[src/rtl/bcd_clock_counter.sv]
// HH:MM:SS real-time counter with every field held as 2-digit BCD.
// The hour is stored internally in 24 h form. The 12/24 h presentation on
// hour/pm is derived combinationally, so changing mode never alters the time.
// Per-edge priority is: parallel load > field set > run count > hold.
module bcd_clock_counter #(
    parameter logic [7:0] RST_HH = 8'h00,
    parameter logic [7:0] RST_MM = 8'h00,
    parameter logic [7:0] RST_SS = 8'h00
) (
    input  logic       clk_1hz,
    input  logic       rst_n,
    input  logic       run_en,
    input  logic       mode_12h,
    input  logic [1:0] set_sel,
    input  logic       set_inc,
    input  logic       load,
    input  logic [7:0] load_hh,
    input  logic [7:0] load_mm,
    input  logic [7:0] load_ss,
    output logic [7:0] hour,
    output logic [7:0] minute,
    output logic [7:0] second,
    output logic       pm,
    output logic       day_tick,
    output logic       load_err
);

    // Operating mode is decoded fresh from the inputs on every cycle.
    // SET overrides run_en, and leaving SET resumes on the next edge
    // without skipping or repeating a second.
    typedef enum logic [1:0] {
        IDLE = 2'd0,
        RUN  = 2'd1,
        SET  = 2'd2
    } mode_e;

    mode_e      mode;
    logic [7:0] hh_q, mm_q, ss_q;
    logic [7:0] hh_d, mm_d, ss_d;
    logic       day_tick_q, day_tick_d;
    logic       load_err_q, load_err_d;
    logic       load_ok;

    // BCD increment with wrap at max.
    // The ones digit rolls 9->0 and carries into the tens digit.
    function automatic logic [7:0] bcd_inc(input logic [7:0] v, input logic [7:0] max);
        if (v == max)
            return 8'h00;
        else if (v[3:0] == 4'd9)
            return {v[7:4] + 4'd1, 4'd0};
        else
            return {v[7:4], v[3:0] + 4'd1};
    endfunction

    // A value is valid BCD in range when both nibbles are <= 9 and it is <= max.
    // With legal nibbles, a plain compare orders BCD values correctly.
    function automatic logic bcd_ok(input logic [7:0] v, input logic [7:0] max);
        return (v[7:4] <= 4'd9) && (v[3:0] <= 4'd9) && (v <= max);
    endfunction

    assign load_ok = bcd_ok(load_hh, 8'h23) && bcd_ok(load_mm, 8'h59) && bcd_ok(load_ss, 8'h59);

    // Decode the operating mode; set_sel != 00 wins over run_en.
    always_comb begin
        if (set_sel != 2'b00)
            mode = SET;
        else if (run_en)
            mode = RUN;
        else
            mode = IDLE;
    end

    // Next-state logic for the time fields and the one-cycle pulses.
    // NOTE: every variable gets a default first, so no path can infer a latch.
    always_comb begin
        hh_d       = hh_q;
        mm_d       = mm_q;
        ss_d       = ss_q;
        day_tick_d = 1'b0;
        load_err_d = 1'b0;

        if (load) begin
            // A rejected load leaves all fields alone, including the count.
            if (load_ok) begin
                hh_d = load_hh;
                mm_d = load_mm;
                ss_d = load_ss;
            end else begin
                load_err_d = 1'b1;
            end
        end else begin
            unique case (mode)
                SET: begin
                    // Set only touches the selected field: no carry, no day_tick.
                    if (set_inc) begin
                        unique case (set_sel)
                            2'b01:   ss_d = bcd_inc(ss_q, 8'h59);
                            2'b10:   mm_d = bcd_inc(mm_q, 8'h59);
                            2'b11:   hh_d = bcd_inc(hh_q, 8'h23);
                            default: ;
                        endcase
                    end
                end
                RUN: begin
                    ss_d = bcd_inc(ss_q, 8'h59);
                    if (ss_q == 8'h59) begin
                        mm_d = bcd_inc(mm_q, 8'h59);
                        if (mm_q == 8'h59) begin
                            hh_d = bcd_inc(hh_q, 8'h23);
                            if (hh_q == 8'h23)
                                day_tick_d = 1'b1;
                        end
                    end
                end
                default: ;
            endcase
        end
    end

    // Time and pulse registers; reset forces the RST_* time and clears the pulses.
    // NOTE: clocked state uses non-blocking assignment, so every register
    // samples the pre-edge values.
    always_ff @(posedge clk_1hz or negedge rst_n) begin
        if (!rst_n) begin
            hh_q       <= RST_HH;
            mm_q       <= RST_MM;
            ss_q       <= RST_SS;
            day_tick_q <= 1'b0;
            load_err_q <= 1'b0;
        end else begin
            hh_q       <= hh_d;
            mm_q       <= mm_d;
            ss_q       <= ss_d;
            day_tick_q <= day_tick_d;
            load_err_q <= load_err_d;
        end
    end

    // Hour presentation.
    // In 12 h mode: 00->12, 01-12 unchanged, 13-23 shown as h-12 in BCD.
    always_comb begin
        hour = hh_q;
        if (mode_12h) begin
            if (hh_q == 8'h00)
                hour = 8'h12;
            else if (hh_q >= 8'h13 && hh_q <= 8'h19)
                hour = {4'h0, hh_q[3:0] - 4'd2};
            else if (hh_q == 8'h20 || hh_q == 8'h21)
                hour = {4'h0, hh_q[3:0] + 4'd8};
            else if (hh_q == 8'h22 || hh_q == 8'h23)
                hour = {4'h1, hh_q[3:0] - 4'd2};
        end
    end

    assign pm       = (hh_q >= 8'h12);
    assign minute   = mm_q;
    assign second   = ss_q;
    assign day_tick = day_tick_q;
    assign load_err = load_err_q;

endmodule

[config.mk]
export PLATFORM = sky130hd
export DESIGN_NAME = bcd_clock_counter
export DESIGN_NICKNAME = d
export VERILOG_FILES = /design/src/rtl/bcd_clock_counter.sv
export SDC_FILE = /design/constraint.sdc
export NUM_CORES = 1
export LEC_CHECK = 0
export ABC_AREA = 1
export CAP_MARGIN = 15
export CORE_AREA = 2 2 80 82
export CTS_CLUSTER_SIZE = 28
export DETAILED_ROUTE_END_ITERATION = 7
export DIE_AREA = 0 0 82 84
export SYNTH_ARGS = -nofsm -noshare
export SYNTH_HDL_FRONTEND = slang
export SYNTH_SLANG_ARGS = --single-unit
[constraint.sdc]
create_clock -name clk_1hz -period 1.96 [get_ports clk_1hz]
set_input_delay 0.392 -clock clk_1hz [delete_from_list [all_inputs] [get_ports clk_1hz]]
set_output_delay 0.392 -clock clk_1hz [all_outputs]
set_load 0.01 [all_outputs]
### After elaboration in Yosys (flattened, before gate mapping)

Cells that the tools add are included.

* add/subtract/negate cells: 8
* order comparisons: 12
* eq/ne operators: 21
* mux-type cells: 38
* reductions and logical operators: 17

Operators by type and width (count)
* $mux 8: 26
* $pmux 8 s2: 3
* $eq 8x6->1 const B: 4
* $add 4x1->4 const B: 6
* $le 4x4->1 const B: 6
* $eq 8x7->1 const B: 2
* $ge 8x5->1 const B: 2
* $le 8x7->1 const B: 2
* $eq 4x4->1 const B: 3
* $ne 3x3->1 const B: 4
* $logic_and 1x1->1: 9
* $le 8x5->1 const B: 1
* $le 8x6->1 const B: 1
* $logic_not 8->1: 1
* $mux 1: 8
* $eq 2x2->1 const B: 3
* $ne 3x2->1 const B: 2
* $reduce_and 6->1: 1
* $reduce_and 5->1: 1
* $add 4x4->4 const B: 1
* $eq 2x1->1 const B: 2
* $reduce_and 4->1: 1
* $sub 4x2->4 const B: 1
* $reduce_bool 3->1: 1
* other kinds (4): 5

* register bits after elaboration: 26
* output and inout port bits: 27

### Longest topological paths before layout

Gate-level depths: netlist of the first run.

* depth in word-level cells: 7
* mapped depth: 11

### Least setup slack after synthesis of the first run

OpenSTA, ideal clock, no wires.

* kind: register to output
* start: reg hh_q[4]
* end: out hour[4]
* arrival: 1.323 ns
* data required time: 1.568 ns
* setup slack: 0.245 ns
* stages on the path, launching flop included: 9
* cell sequence: dfrtp_1 > inv_1 > ha_1 > nand2_1 > nor2_2 > nand2_1 > a21oi_1 > nand2_1 > a22oi_1

* longest elaborated chain between the ends: 7
* elaborated cells between the ends (all ways): 15

Ends and longest elaborated chain
* start, declared: line 38 `logic [7:0] hh_q, mm_q, ss_q;`
* start signal, assigned: line 131 `hh_q <= hh_d;`
* branches (longest 6 deep; another with $ge 8x5->1)
* $mux 8 *: line 143 `if (mode_12h) begin`
* end, declared: line 20 `output logic [7:0] hour,`

Mark *: on every way between the ends.

### Final worst setup path of the first run

* start: reg hh_q[5]
* end: out hour[3]

* longest elaborated chain between the ends: 7
* elaborated cells between the ends (all ways): 15

Ends and longest elaborated chain
* branches (longest 5 deep; another with $ge 8x5->1)
* $mux 8 *: line 144 `if (hh_q == 8'h00)`
* $mux 8 *: line 143

Marks and branches as above.

==> metrics.cfg, run 1 <==
[global_route]
grt_pass1_wl_um = 10700
grt_start_max_net_pins = 27
grt_pass1_vias = 2498
overflow = 0
track_usage_pct = 19.2
antenna_found_initial = 0

[placement]
dp_hpwl_um = 4880
dp.cells = 490
placed_cell_area_mm2 = 0.00320
port_buffers = 58
gp_congestion = 0.838

[logic_synthesis]
synth_top_family_by_area = simple AND/OR/NAND/NOR gates
synth-seq-cells = 26
synth.area.top_cells = dfrtp_1 29%, nand2_1 18%, ha_1 7.9%
syn_area_mm2 = 0.00222
synth-simple-area-share_pct = 38.0
synth_cells = 318
avgSynthCellArea_um2 = 6.99
synth_fp_nets = 364
ys_seq_area_share_pct = 29.3
synth_top_area_cell = dfrtp_1
synth-xor-area-share_pct = 4.73
synth_compound_area_share_pct = 12.1
synthAdderAreaFrac_pct = 7.88
synth_warnings = 0
yosysTopAreaCellShare_pct = 29.3
synth_cell_types = 37
synth.area.mux_share_pct = 0

[timing]
worst_hold_slack_ns = 0.489
period_minus_slack_ns = 2.13
drv_slew = 0
relSlewSlack_pct = 76.2
worst_pin_slew_ns = 0.357
fin_ws_ns = -0.173
fin_crit_sh_pct = 109
hold_viol = 0
tns_ns = -0.611
fin_worst_skew_ns = 0.00464
max_freq_ghz = 0.469
rsz0062_at_grt = yes
finalSetupViolations = 5

[worst_setup_path]
critPathArrivalTime_ns = 1.74
critPathLaunchType = flip-flop
required_ns = 1.57
worst-setup-path-type = reg -> out
r2r_slack_ns = 0.22
r2r-end = hh_q[5]
end_kind = output pin
r2r_cells = 11
path_max_fanout = 3
r2r_start = second[1]

[route]
drt_iter0_markers = 80
routedWlPerCell_um = 12.5
wl_um = 6290
drc = 0
antenna_left = 0
vias_per_cell = 4.82
drtPass1Iterations = 4
vias = 2420

[floorplan]
die_w_um = 82
start_util_pct = 36.5
coreArea_mm2 = 0.00610
io_pins = 59
dieArea_mm2 = 0.00689
row_count = 29
die_y_um = 84

[clocking]
clock_path_buffers = 2
ctsHtreeMaxLevel = 1
clk_latency_ns = 0.27
cts_buffers = 3
cts.reportedPaths.clkPinSlew_ns = 0.09
cts.hold.buffers_added = 0
root_buffer = clkbuf_8
tritoncts = done
cts_sinks = 26

[power]
ir_drop_mv = 0.412
power_leakage_uw = 0.00163
power_per_cell_area_mw_per_mm2 = 746

[run_status]
status = complete, but fails checks
violations = setup timing

[layout]
drive_gt1_share_pct = 27.1
fin_cells = 502
n_antenna_cell = 0
stdcell_area_mm2 = 0.00339
finalNetCount = 473
finish.utilization_pct = 55.6
syn_to_final_growth_pct = 52.3

[job]
maxCapViolCount = 0

[hold_path]
hp-class = in -> async

where the power goes:
part / switching [uW] / internal [uW] / leakage (uW)
Sequential: 142 / 644 / 0.000332
Combinational: 684 / 746 / 0.00128
Clock: 171 / 138 / 0.0000216
cells by family after synthesis:
| kind of cell | count (synthesis) |
|---|---|
| compound gates | 46 |
| xor+xnor | 12 |
| fa+ha+maj | 14 |
| buf+inv | 42 |
| flops | 26 |
| simple gates | 178 |
layer usage:
metal  wire [um]  vias to the layer above  GRT usage [%]  share of wire, %
li1            -                     1252              -                 -
met1        2760                     1108           23.8                44
met2        3200                       52           34.2                51
met3         255                        8           2.71               4.1
met4          77                        0           5.00               1.2
met5           0                        -              0                 0
worst max path at each step:
stage                         from  slack [ns]  endpoint
after CTS                  hh_q[5]       -0.18   hour[3]
after global routing       hh_q[5]       -0.31   hour[1]
after detailed placement   hh_q[5]       -0.28   hour[3]
after floorplan            hh_q[4]        0.24   hour[4]
after global placement    mode_12h       -0.21   hour[4]
final                      hh_q[5]       -0.17   hour[3]
what timing repair did:
item	4_1_cts	5_1_grt
pin swaps	6	4
endpoints found under the setup margin	6	8
resized for setup	49	7
setup buffers	9	1
per-stage QoR:
stage,worst slack [ns],power (uW)
2_1_floorplan,0.245,1410
3_3_place_gp,-0.208,2080
3_5_place_dp,-0.284,2100
4_1_cts,-0.184,2500
5_1_grt,-0.312,2730
6_report,-0.173,2530
flip-flops by register name, summed over array words and instances (netlist names):
| name | flops |
|---|---|
| day_tick | 1 |
| hh_q | 8 |
| load_err | 1 |
| minute | 8 |
| second | 8 |
area by class of cell:
cell class	count	area [um^2]
Inverter	32	126
Sequential cell	26	651
Multi-Input combinational cell	250	1480
Clock buffer	3	41.3
Tap cell	77	96.3
Timing Repair Buffer	114	990
Fill cell	600	2710
critical path, stage by stage (launching register included):
cell	delay, ns
dfrtp_1	0.42
inv_2	0.09
ha_4	0.13
nand2_2	0.06
a21oi_2	0.12
nand3_2	0.13
buf_6	0.15
nand2_2	0.05
nand3_2	0.07
nand2_2	0.06
nand2_1	0.04
nand2_1	0.04
buf_2	0.12
cell usage after synthesis, drive strengths merged:
cell type and number:
nand2 109, inv 30, o21ai 29, dfrtp 26, nand3 26, nor2 26
ha 14, nand4 13, a21oi 8, xor2 8, buf 7, o22ai 5
xnor2 4, clkbuf 3, a22oi 2, clkinv 2, nor3 2, nor4 1
o21a 1, o21bai 1, or2 1
layout by cell type, fill, tap and decap left out, types with 12 or more instances in the layout:
| cell | n |
|---|---|
| nand2_1 | 97 |
| clkdlybuf4s50_1 | 52 |
| buf_4 | 51 |
| dfrtp_1 | 26 |
| nand3_1 | 20 |
| inv_1 | 18 |
| nor2_1 | 18 |
| o21ai_0 | 17 |
| nand4_1 | 12 |
| ha_1 | 12 |
Power figures use the tool's default switching activity.
==> run 2, diff against run 1 <==
- CTS_CLUSTER_SIZE: 28 -> 20
==> results of run 2 <==
No change in the layout: final DEF, timing and power equal those of run 1.
==> run 3, diff against run 2 <==
- ABC_CLOCK_PERIOD_IN_PS: default -> 1960
- CORE_AREA: 2 2 80 82 -> 2 2 71 73
- DIE_AREA: 0 0 82 84 -> 0 0 73 75
- PLACE_DENSITY: default -> 0.78
==> metrics.cfg, run 3 (synthesized netlist as in run 1, its figures left out) <==
[clocking]
clock_path_buffers = 2
tritoncts = done
cts_buffers = 3
ctsHtreeMaxLevel = 1
cts.hold.buffers_added = 0
root_buffer = clkbuf_8
clk_latency_ns = 0.28
cts.reportedPaths.clkPinSlew_ns = 0.11
cts_sinks = 26

[global_route]
grt_pass1_wl_um = 10600
grtUsageMet2_pct = 44.8
grt_pass1_vias = 2422
grt_busiest_layer = met2
track_usage_pct = 24.3
antenna_found_initial = 0
grt_use_met1_pct = 30.0
overflow = 0
met3_usage_pct = 2.95
grt_start_max_net_pins = 27

[layout]
fin_cells = 475
final_common_cell = nand2_1
mostFrequentLayoutCells = 98 x nand2_1, 52 x clkdlybuf4s50_1, 47 x buf_4, 24 x dfrtp_1, 20 x nand3_1
drive_gt1_share_pct = 27.1
finalNetCount = 468
syn_to_final_growth_pct = 51.1
finish.utilization_pct = 72.1
n_antenna_cell = 0

[run_status]
status = complete, but fails checks
violations = setup timing

[hold_path]
hp-class = in -> async

[timing]
tns_ns = -0.732
rsz0062_at_grt = yes
drv_slew = 0
fin_crit_sh_pct = 109
worst_pin_slew_ns = 0.353
fin_ws_ns = -0.172
worst_hold_slack_ns = 0.468
fin_worst_skew_ns = 0.00977
period_minus_slack_ns = 2.13
hold_viol = 0
relSlewSlack_pct = 76.5
finalSetupViolations = 5
max_freq_ghz = 0.469

[floorplan]
die_y_um = 75
die_w_um = 73
io_pins = 59
dieArea_mm2 = 0.00548
coreArea_mm2 = 0.00466
start_util_pct = 47.7
row_count = 25

[worst_setup_path]
r2r-end = hh_q[5]
end_kind = output pin
r2r_start = minute[1]
required_ns = 1.57
critPathLaunchType = flip-flop
critPathArrivalTime_ns = 1.74
worst-setup-path-type = reg -> out
r2r_slack_ns = 0.17
path_max_fanout = 4
r2r_cells = 11

[power]
finalPower_uw = 2690
power_leakage_uw = 0.00161
ir_drop_mv = 0.416
power_per_cell_area_mw_per_mm2 = 801

[route]
vias_per_cell = 5.26
drc = 0
wl_um = 6400
routedWlPerCell_um = 13.5
antenna_left = 0
vias = 2498
drtPass1Iterations = 4
drt_iter0_markers = 158

[placement]
port_buffers = 58
dp.cells = 462
gp_congestion = 0.933
dp_hpwl_um = 4760

[job]
maxCapViolCount = 0

[run 3: worst max path at each step]
stage | startpoint | endpoint | slack [ns]
6_report | hh_q[2] | hour[1] | -0.17
5_1_grt | hh_q[4] | hour[2] | -0.27
4_1_cts | hh_q[5] | hour[3] | -0.16
3_5_place_dp | hh_q[5] | hour[1] | -0.27
3_3_place_gp | hh_q[5] | hour[3] | -0.21
2_1_floorplan | hh_q[4] | hour[4] | 0.24
[run 3: repair_timing]
item / 4_1_cts / 5_1_grt
endpoints found under the hold margin: 0 / 0
buffers inserted: 8 / 1
pin swaps: 10 / 6
setup endpoints to repair: 6 / 9
gates resized for setup: 37 / 20
[run 3: through the flow]
step | setup slack, ns | area [um^2]
2_1_floorplan | 0.245 | 2220
3_5_place_dp | -0.267 | 3130
3_3_place_gp | -0.211 | 3130
4_1_cts | -0.159 | 3290
5_1_grt | -0.270 | 3360
6_report | -0.172 | 3360
[run 3: power breakdown]
part	internal, uW	total, uW	switching, uW
registers	646	804	158
logic	724	1420	695
clock network	274	467	193
[run 3: cell type report]
| cell class | instances | area (um^2) |
|---|---|---|
| multi-input combinational | 250 | 1490 |
| fill | 359 | 1300 |
| timing repair buffer | 109 | 953 |
| sequential | 26 | 653 |
| inverter | 32 | 126 |
| tap | 54 | 67.6 |
| clock buffer | 3 | 41.3 |
| clock inverter | 1 | 30.0 |
[run 3: routing by layer]
| layer | up-vias | wire length (um) |
|---|---|---|
| li1 | 1246 | - |
| met1 | 1163 | 2700 |
| met2 | 77 | 3320 |
| met3 | 12 | 281 |
| met4 | 0 | 99 |
| met5 | - | 0 |
[run 3: critical path, cell delays in order, from the launching register on]
cell and delay [ns]:
dfrtp_2 0.46, inv_2 0.09, nand2_2 0.08, a21oi_2 0.19, nand3_4 0.12, buf_6 0.14, o21ai_2 0.12, nand2_1 0.06
o21ai_1 0.07, buf_2 0.14
